--- config.mk ---
export PLATFORM = sky130hd
export DESIGN_NAME = alu_issue
export DESIGN_NICKNAME = d
export VERILOG_FILES = /design/src/rtl/alu_issue_pkg.sv /design/src/rtl/alu_skid_buf.sv /design/src/rtl/alu_issue.sv
export SDC_FILE = /design/constraint.sdc
export NUM_CORES = 1
export LEC_CHECK = 0
export CORE_ASPECT_RATIO = 0.9
export CORE_MARGIN = 5
export CORE_UTILIZATION = 45
export DETAILED_ROUTE_END_ITERATION = 12
export GPL_ROUTABILITY_DRIVEN = 0
export GPL_TIMING_DRIVEN = 0
export PLACE_DENSITY = 0.7
export SYNTH_ARGS = -nofsm -noshare
export SYNTH_HDL_FRONTEND = slang
export SYNTH_HIERARCHICAL = 1
export SYNTH_SLANG_ARGS = --single-unit
--- constraint.sdc ---
create_clock -name clk -period 12.5 [get_ports clk]
set_input_delay 3.75 -clock clk [delete_from_list [all_inputs] [get_ports clk]]
set_output_delay 3.75 -clock clk [all_outputs]
set_load 0.05 [all_outputs]
--- src/rtl/alu_issue_pkg.sv ---
// Purpose: shared ALU issue types: function/funct7 encodings, opcodes, issue bundle.
// Latency: n/a (types and constants only).
// Backpressure: n/a.
package alu_issue_pkg;

  localparam int XLEN = 32;

  typedef enum logic [2:0] {
    ADD_SUB = 3'b000,
    SLL     = 3'b001,
    SLT     = 3'b010,
    SLTU    = 3'b011,
    XOR     = 3'b100,
    SRL_SRA = 3'b101,
    OR      = 3'b110,
    AND     = 3'b111
  } alu_fn_t;

  typedef enum logic {
    ADD_SRL = 1'b0,
    SUB_SRA = 1'b1
  } funct7_t;

  localparam logic [6:0] OPC_OP     = 7'b0110011;
  localparam logic [6:0] OPC_OP_IMM = 7'b0010011;

  // funct7 / imm[11:5] patterns that are legal for the base integer ops
  localparam logic [6:0] F7_BASE = 7'b0000000;
  localparam logic [6:0] F7_ALT  = 7'b0100000;

  typedef struct packed {
    alu_fn_t          fn;
    funct7_t          funct7;
    logic [XLEN-1:0]  a;
    logic [XLEN-1:0]  b;
    logic [4:0]       rd;
    logic             illegal;
  } alu_bundle_t;

  // All-zero bundle: ADD_SUB/ADD_SRL, zero operands, rd=x0, legal
  localparam alu_bundle_t BUNDLE_NOP = '{
    fn: ADD_SUB, funct7: ADD_SRL, a: '0, b: '0, rd: '0, illegal: 1'b0
  };

endpackage

--- src/rtl/alu_skid_buf.sv ---
// Purpose: 2-entry valid/ready buffer (output register + skid entry) with flush.
// Latency: 1 cycle when output register is empty or draining.
// Backpressure: in_ready is registered (= !skid_full); drops the cycle after the skid fills.
// Ports: clk/rst (async active-high); flush clears both entries;
//        in_valid/in_ready/in_data upstream; out_valid/out_ready/out_data downstream.
module alu_skid_buf
  import alu_issue_pkg::*;
#(
  parameter type T = alu_bundle_t
) (
  input  logic clk,
  input  logic rst,
  input  logic flush,
  input  logic in_valid,
  output logic in_ready,
  input  T     in_data,
  output logic out_valid,
  input  logic out_ready,
  output T     out_data
);

  logic skid_full;
  T     skid_data;
  logic in_fire;

  assign in_ready = !skid_full;
  assign in_fire  = in_valid && in_ready;

  always_ff @(posedge clk or posedge rst) begin
    if (rst) begin
      out_valid <= 1'b0;
      out_data  <= T'('0);
      skid_full <= 1'b0;
      skid_data <= T'('0);
    end else if (flush) begin
      // flush wins over any simultaneous input transfer
      out_valid <= 1'b0;
      skid_full <= 1'b0;
    end else if (!out_valid || out_ready) begin
      // output register is free this cycle; skid entry is older than input,
      // and in_ready is low whenever the skid is full, so no input is lost
      if (skid_full) begin
        out_data  <= skid_data;
        out_valid <= 1'b1;
        skid_full <= 1'b0;
      end else begin
        out_valid <= in_fire;
        if (in_fire) out_data <= in_data;
      end
    end else if (in_fire) begin
      // output stalled: park the new bundle in the skid entry
      skid_data <= in_data;
      skid_full <= 1'b1;
    end
  end

endmodule

--- src/rtl/alu_issue.sv ---
// Purpose: ID/EX issue stage: decodes RV32I OP/OP-IMM into registered ALU controls/operands.
// Latency: 1 cycle from input transfer to outputs when the output register is free.
// Backpressure: 2-entry skid buffer, registered in_ready; full throughput under out_ready=1.
// Ports: clk/rst (async active-high); in_valid/in_ready with instr, rs1_val, rs2_val;
//        flush; out_valid/out_ready with fn, funct7, a, b, rd, illegal; illegal_cnt.
module alu_issue
  import alu_issue_pkg::*;
#(
  parameter int WIDTH     = 32,
  parameter int CNT_WIDTH = 16
) (
  input  logic                 clk,
  input  logic                 rst,
  input  logic                 in_valid,
  output logic                 in_ready,
  input  logic [31:0]          instr,
  input  logic [WIDTH-1:0]     rs1_val,
  input  logic [WIDTH-1:0]     rs2_val,
  input  logic                 flush,
  output logic                 out_valid,
  input  logic                 out_ready,
  output alu_fn_t              fn,
  output funct7_t              funct7,
  output logic [WIDTH-1:0]     a,
  output logic [WIDTH-1:0]     b,
  output logic [4:0]           rd,
  output logic                 illegal,
  output logic [CNT_WIDTH-1:0] illegal_cnt
);

  logic [6:0]  opc;
  logic [2:0]  f3;
  logic [6:0]  f7;
  logic        is_shift;
  alu_bundle_t dec;
  alu_bundle_t q;

  assign opc      = instr[6:0];
  assign f3       = instr[14:12];
  assign f7       = instr[31:25];
  assign is_shift = (f3 == 3'b001) || (f3 == 3'b101);

  always_comb begin
    dec         = BUNDLE_NOP;
    dec.illegal = 1'b1;
    if (opc == OPC_OP) begin
      if (f7 == F7_BASE || (f7 == F7_ALT && (f3 == 3'b000 || f3 == 3'b101))) begin
        dec.fn      = alu_fn_t'(f3);
        dec.funct7  = (f7 == F7_ALT) ? SUB_SRA : ADD_SRL;
        dec.a       = rs1_val;
        dec.b       = rs2_val;
        dec.rd      = instr[11:7];
        dec.illegal = 1'b0;
      end
    end else if (opc == OPC_OP_IMM) begin
      // imm[11:5] is only constrained for shifts; elsewhere it is immediate data
      if (!is_shift || f7 == F7_BASE || (f7 == F7_ALT && f3 == 3'b101)) begin
        dec.fn      = alu_fn_t'(f3);
        dec.funct7  = (f3 == 3'b101 && instr[30]) ? SUB_SRA : ADD_SRL;
        dec.a       = rs1_val;
        dec.b       = is_shift ? {{(WIDTH-5){1'b0}}, instr[24:20]}
                               : {{(WIDTH-12){instr[31]}}, instr[31:20]};
        dec.rd      = instr[11:7];
        dec.illegal = 1'b0;
      end
    end
  end

  alu_skid_buf #(.T(alu_bundle_t)) u_buf (
    .clk       (clk),
    .rst       (rst),
    .flush     (flush),
    .in_valid  (in_valid),
    .in_ready  (in_ready),
    .in_data   (dec),
    .out_valid (out_valid),
    .out_ready (out_ready),
    .out_data  (q)
  );

  assign fn      = q.fn;
  assign funct7  = q.funct7;
  assign a       = q.a;
  assign b       = q.b;
  assign rd      = q.rd;
  assign illegal = q.illegal;

  // counts illegal bundles as they leave, so flushed ones are never counted
  always_ff @(posedge clk or posedge rst) begin
    if (rst) begin
      illegal_cnt <= '0;
    end else if (out_valid && out_ready && q.illegal && (illegal_cnt != '1)) begin
      illegal_cnt <= illegal_cnt + 1'b1;
    end
  end

endmodule

==> reports/summary.md <==
* 1,025 — placed cell count
* 4 — Pre-antenna DRT Iters
* 0.43 ns — clock latency at the later pin of the worst-skew pair
* 139 um — die boundary height
* 1,446 — filler cell count in the final layout
* 0 — Setup Viol. Count Final
* 10,600 um2 — instance area after placement
* 100% — Async SR Flop Fraction
* 32.9% — area overhead of the layout relative to synthesis
* 901 — Nets
* 0 — Post-synth EDFFs
* 0 — buffer count from post-CTS setup fixing
* 0 — Hold Buf Count CTS
* done — TritonCTS clock tree
* reg -> reg — type of the most critical hold path
* 5,844 — vias in the first global route
* 47 — number of core rows
* 0.0863 mV — largest voltage drop on the vdd net
* 0 — drc violations
* 0 — count of maximum capacitance violations
* 0.785 ns — transition time at the pin with the least slew margin
* 0 ns — final setup TNS
* sky130_fd_sc_hd__dfrtp_1 — cell type contributing the most total cell area after synthesis
* 0 — number of cells upsized or downsized after cts
* 1,057 — filler-free cell count of the finished design
* 47.6% — Max-Slew Margin vs Limit
* 26.1% — fraction of layout cells with a size suffix above 1
* 694 — Mapped Nets
* 14.2 um2 — Mapped Avg Cell Area
* 18.4 um — routed len/inst
* 5,432 — number of vias in the routed layout
* sky130_fd_sc_hd__dfrtp_1, sky130_fd_sc_hd__mux2_1, sky130_fd_sc_hd__mux2_2, sky130_fd_sc_hd__mux2_4, sky130_fd_sc_hd__and2_1 — cells taking the most area after synthesis
* 5.14 — Via-to-Cell Ratio
* 5.58 nW — leakage power summed over all cells
* 11,100 um2 — cell area after layout
* 0 — number of nets with antenna violations after routing
* 6 — warning count from the yosys run
* 12.80 ns — data required time of the critical path
* 86 — maximum number of pins on one net before global-route repair
* 0.06 ns — clock slew at reported path FFs
* 0 — Hold Fails Final Rpt
* sky130_fd_sc_hd__dfrtp_1, sky130_fd_sc_hd__mux2_1, sky130_fd_sc_hd__mux2_2 — leading cell types by count after synthesis
* 181 — initial detailed-routing violation count
* 312 uW — switching component of the power
* flip-flop — kind of end point of the critical path
* 10 — top fanout value on the critical path
* 187 — Port Buffers
* sky130_fd_sc_hd__clkbuf_16 — Root Buffer
* 166 — number of clock sinks
* 0.00914 ns — setup skew after layout
* 592 — Post-Synthesis Cells
* 8380 um2 — synthesized cell area
* 11.4% — Gate power share
* 166 — total of flip-flops plus latches after synthesis
* 154 um — overall die width
* 2 — Clock Tree Buf Depth
* 26.4% — switching share of power
* 49.6% — portion of the post-synthesis area used by sequential elements
* 6.05 ns — fin crit period
* primary input — critical path launch point type
* 45.7% — Initial Util
* 47.3% — sequential group share of total power
* sky130_fd_sc_hd__dfrtp_1 — most frequent cell after synthesis
* 17 — TritonCTS Buffers
* 18,300 um2 — Core Box Area
* 14,100 um — post-detail-place hpwl
* 19,400 um — Routed Wire Length
* 48.4% — portion of the clock cycle consumed by the worst path in the final layout
* 869 uW — Int Pwr
* 4 — deepest level of the CTS H-tree
* 1 — initial antenna violation count
* 31,400 um — wire length of the first global-routing pass
* no — RSZ-0062 raised after global routing
* 0 — final antenna diode count
* 165 MHz — highest clock rate
* 106 nW/um2 — power density relative to cell area
* 6.35 ns — arrival time of data at the critical path endpoint
* 49.6% — Synth top area share
* 0 — aggregate global routing overflow
* sky130_fd_sc_hd__dfrtp_1 — dominant synthesized flop cell
* finished clean — status
* 193 — I/O pin count
* 21,500 um2 — Die Area
* 41.3% — clock share of power
* 18.2% — overall routing resource usage
* 0 — max-slew violations
* in -> reg — category of the critical setup timing path
* 46 — number of library cell types mapped by synthesis
==> power by group through the flow <==
stage                     clock [mW]  combinational (mW)  sequential (mW)
final                          0.487               0.134            0.559
after global routing           0.525               0.144            0.560
after CTS                      0.503               0.137            0.559
after detailed placement           0               0.136            0.569
after global placement             0               0.133            0.568
after floorplan                    0              0.0456            0.595
==> worst max-delay path: stages <==
cell	delay, ns
sky130_fd_sc_hd__clkdlybuf4s50_1	0.47
sky130_fd_sc_hd__nor4_4	0.37
sky130_fd_sc_hd__a311oi_1	0.22
sky130_fd_sc_hd__nor4_4	0.72
sky130_fd_sc_hd__buf_6	0.23
sky130_fd_sc_hd__inv_1	0.06
sky130_fd_sc_hd__mux2_2	0.25
sky130_fd_sc_hd__mux2_2	0.26
==> metal layers <==
layer	vias to the layer above	routed length [um]	part of all wire, %	GRT usage (%)
li1	2530	-	-	-
met1	2743	8830	46	24.0
met2	136	9230	48	29.5
met3	21	1060	5.5	5.50
met4	2	264	1.4	4.79
met5	-	11	0.057	0
==> layout by cell type (no fill, tap or decap), drive strengths merged, types with 5 or more instances in the layout <==
cell type,synthesis,final
mux2,224,224
clkdlybuf4s50,0,187
dfrtp,166,166
and2,41,41
buf,33,34
a21o,21,21
clkbuf,0,18
inv,6,12
nor2,10,10
xor2,8,8
nand2,8,8
nand4,7,7
nand3,6,6
nand2b,6,6
nor2b,6,6
nor3,6,6
xnor2,5,5
a22o,5,5
nor4,5,5
==> stage by stage <==
stage / setup WS [ns] / power [mW] / utilization (%) / hold WS (ns)
6_report: 6.45 / 1.18 / 60.7 / 0.489
5_1_grt: 6.34 / 1.23 / 60.7 / 0.509
4_1_cts: 6.41 / 1.20 / 60.7 / 0.494
3_5_place_dp: 5.96 / 0.705 / 57.7 / 0.476
3_3_place_gp: 2.70 / 0.701 / 57.5 / 0.468
2_1_floorplan: 4.71 / 0.640 / - / 0.459
==> final timing paths <==
check / startpoint / endpoint / slack, ns / cells past startpoint
min in group asynchronous: rst / illegal_cnt[8] / 3.84 / 2
worst max-delay path: instr[25] / u_buf/out_data[0] / 6.45 / 8
worst min-delay path: u_buf/skid_data[67] / u_buf/skid_data[67] / 0.49 / 1
max in group asynchronous: rst / u_buf/skid_data[10] / 7.85 / 3
worst max register to register: illegal_cnt[1] / illegal_cnt[14] / 10.46 / 5
worst min register to register: u_buf/skid_data[67] / u_buf/skid_data[67] / 0.49 / 1
==> state kept, by name, summed over array words and instances (netlist names) <==
name,cells
u_buf/out_data,74
u_buf/out_valid,1
u_buf/skid_data,74
illegal_cnt,16
u_buf/skid_full,1
==> logic make-up (layout without fill, tap and decap cells) <==
group,Yosys count,in the layout,share of synthesized area [%]
xor gates and xnor gates,13,13,1.36
AOI/OAI and AO/OA,40,40,3.93
and+or+nand+nor,105,105,8.12
muxes,228,228,32.8
DFF,166,166,49.6
buffers and inverters,39,259,4.03
adders and majority gates,1,1,0.149
==> cell type report <==
type	instances	area (um2)	area share (%)
clock inverter	14	118	1.06
buffer	33	315	2.83
clock buffer	18	429	3.85
timing repair buffer	188	1900	17.1
sequential	166	4150	37.3
tap	245	307	2.75
multi-input combinational	387	3890	34.9
inverter	6	27.5	0.247
No activity file was read; power rests on OpenSTA's default activity.
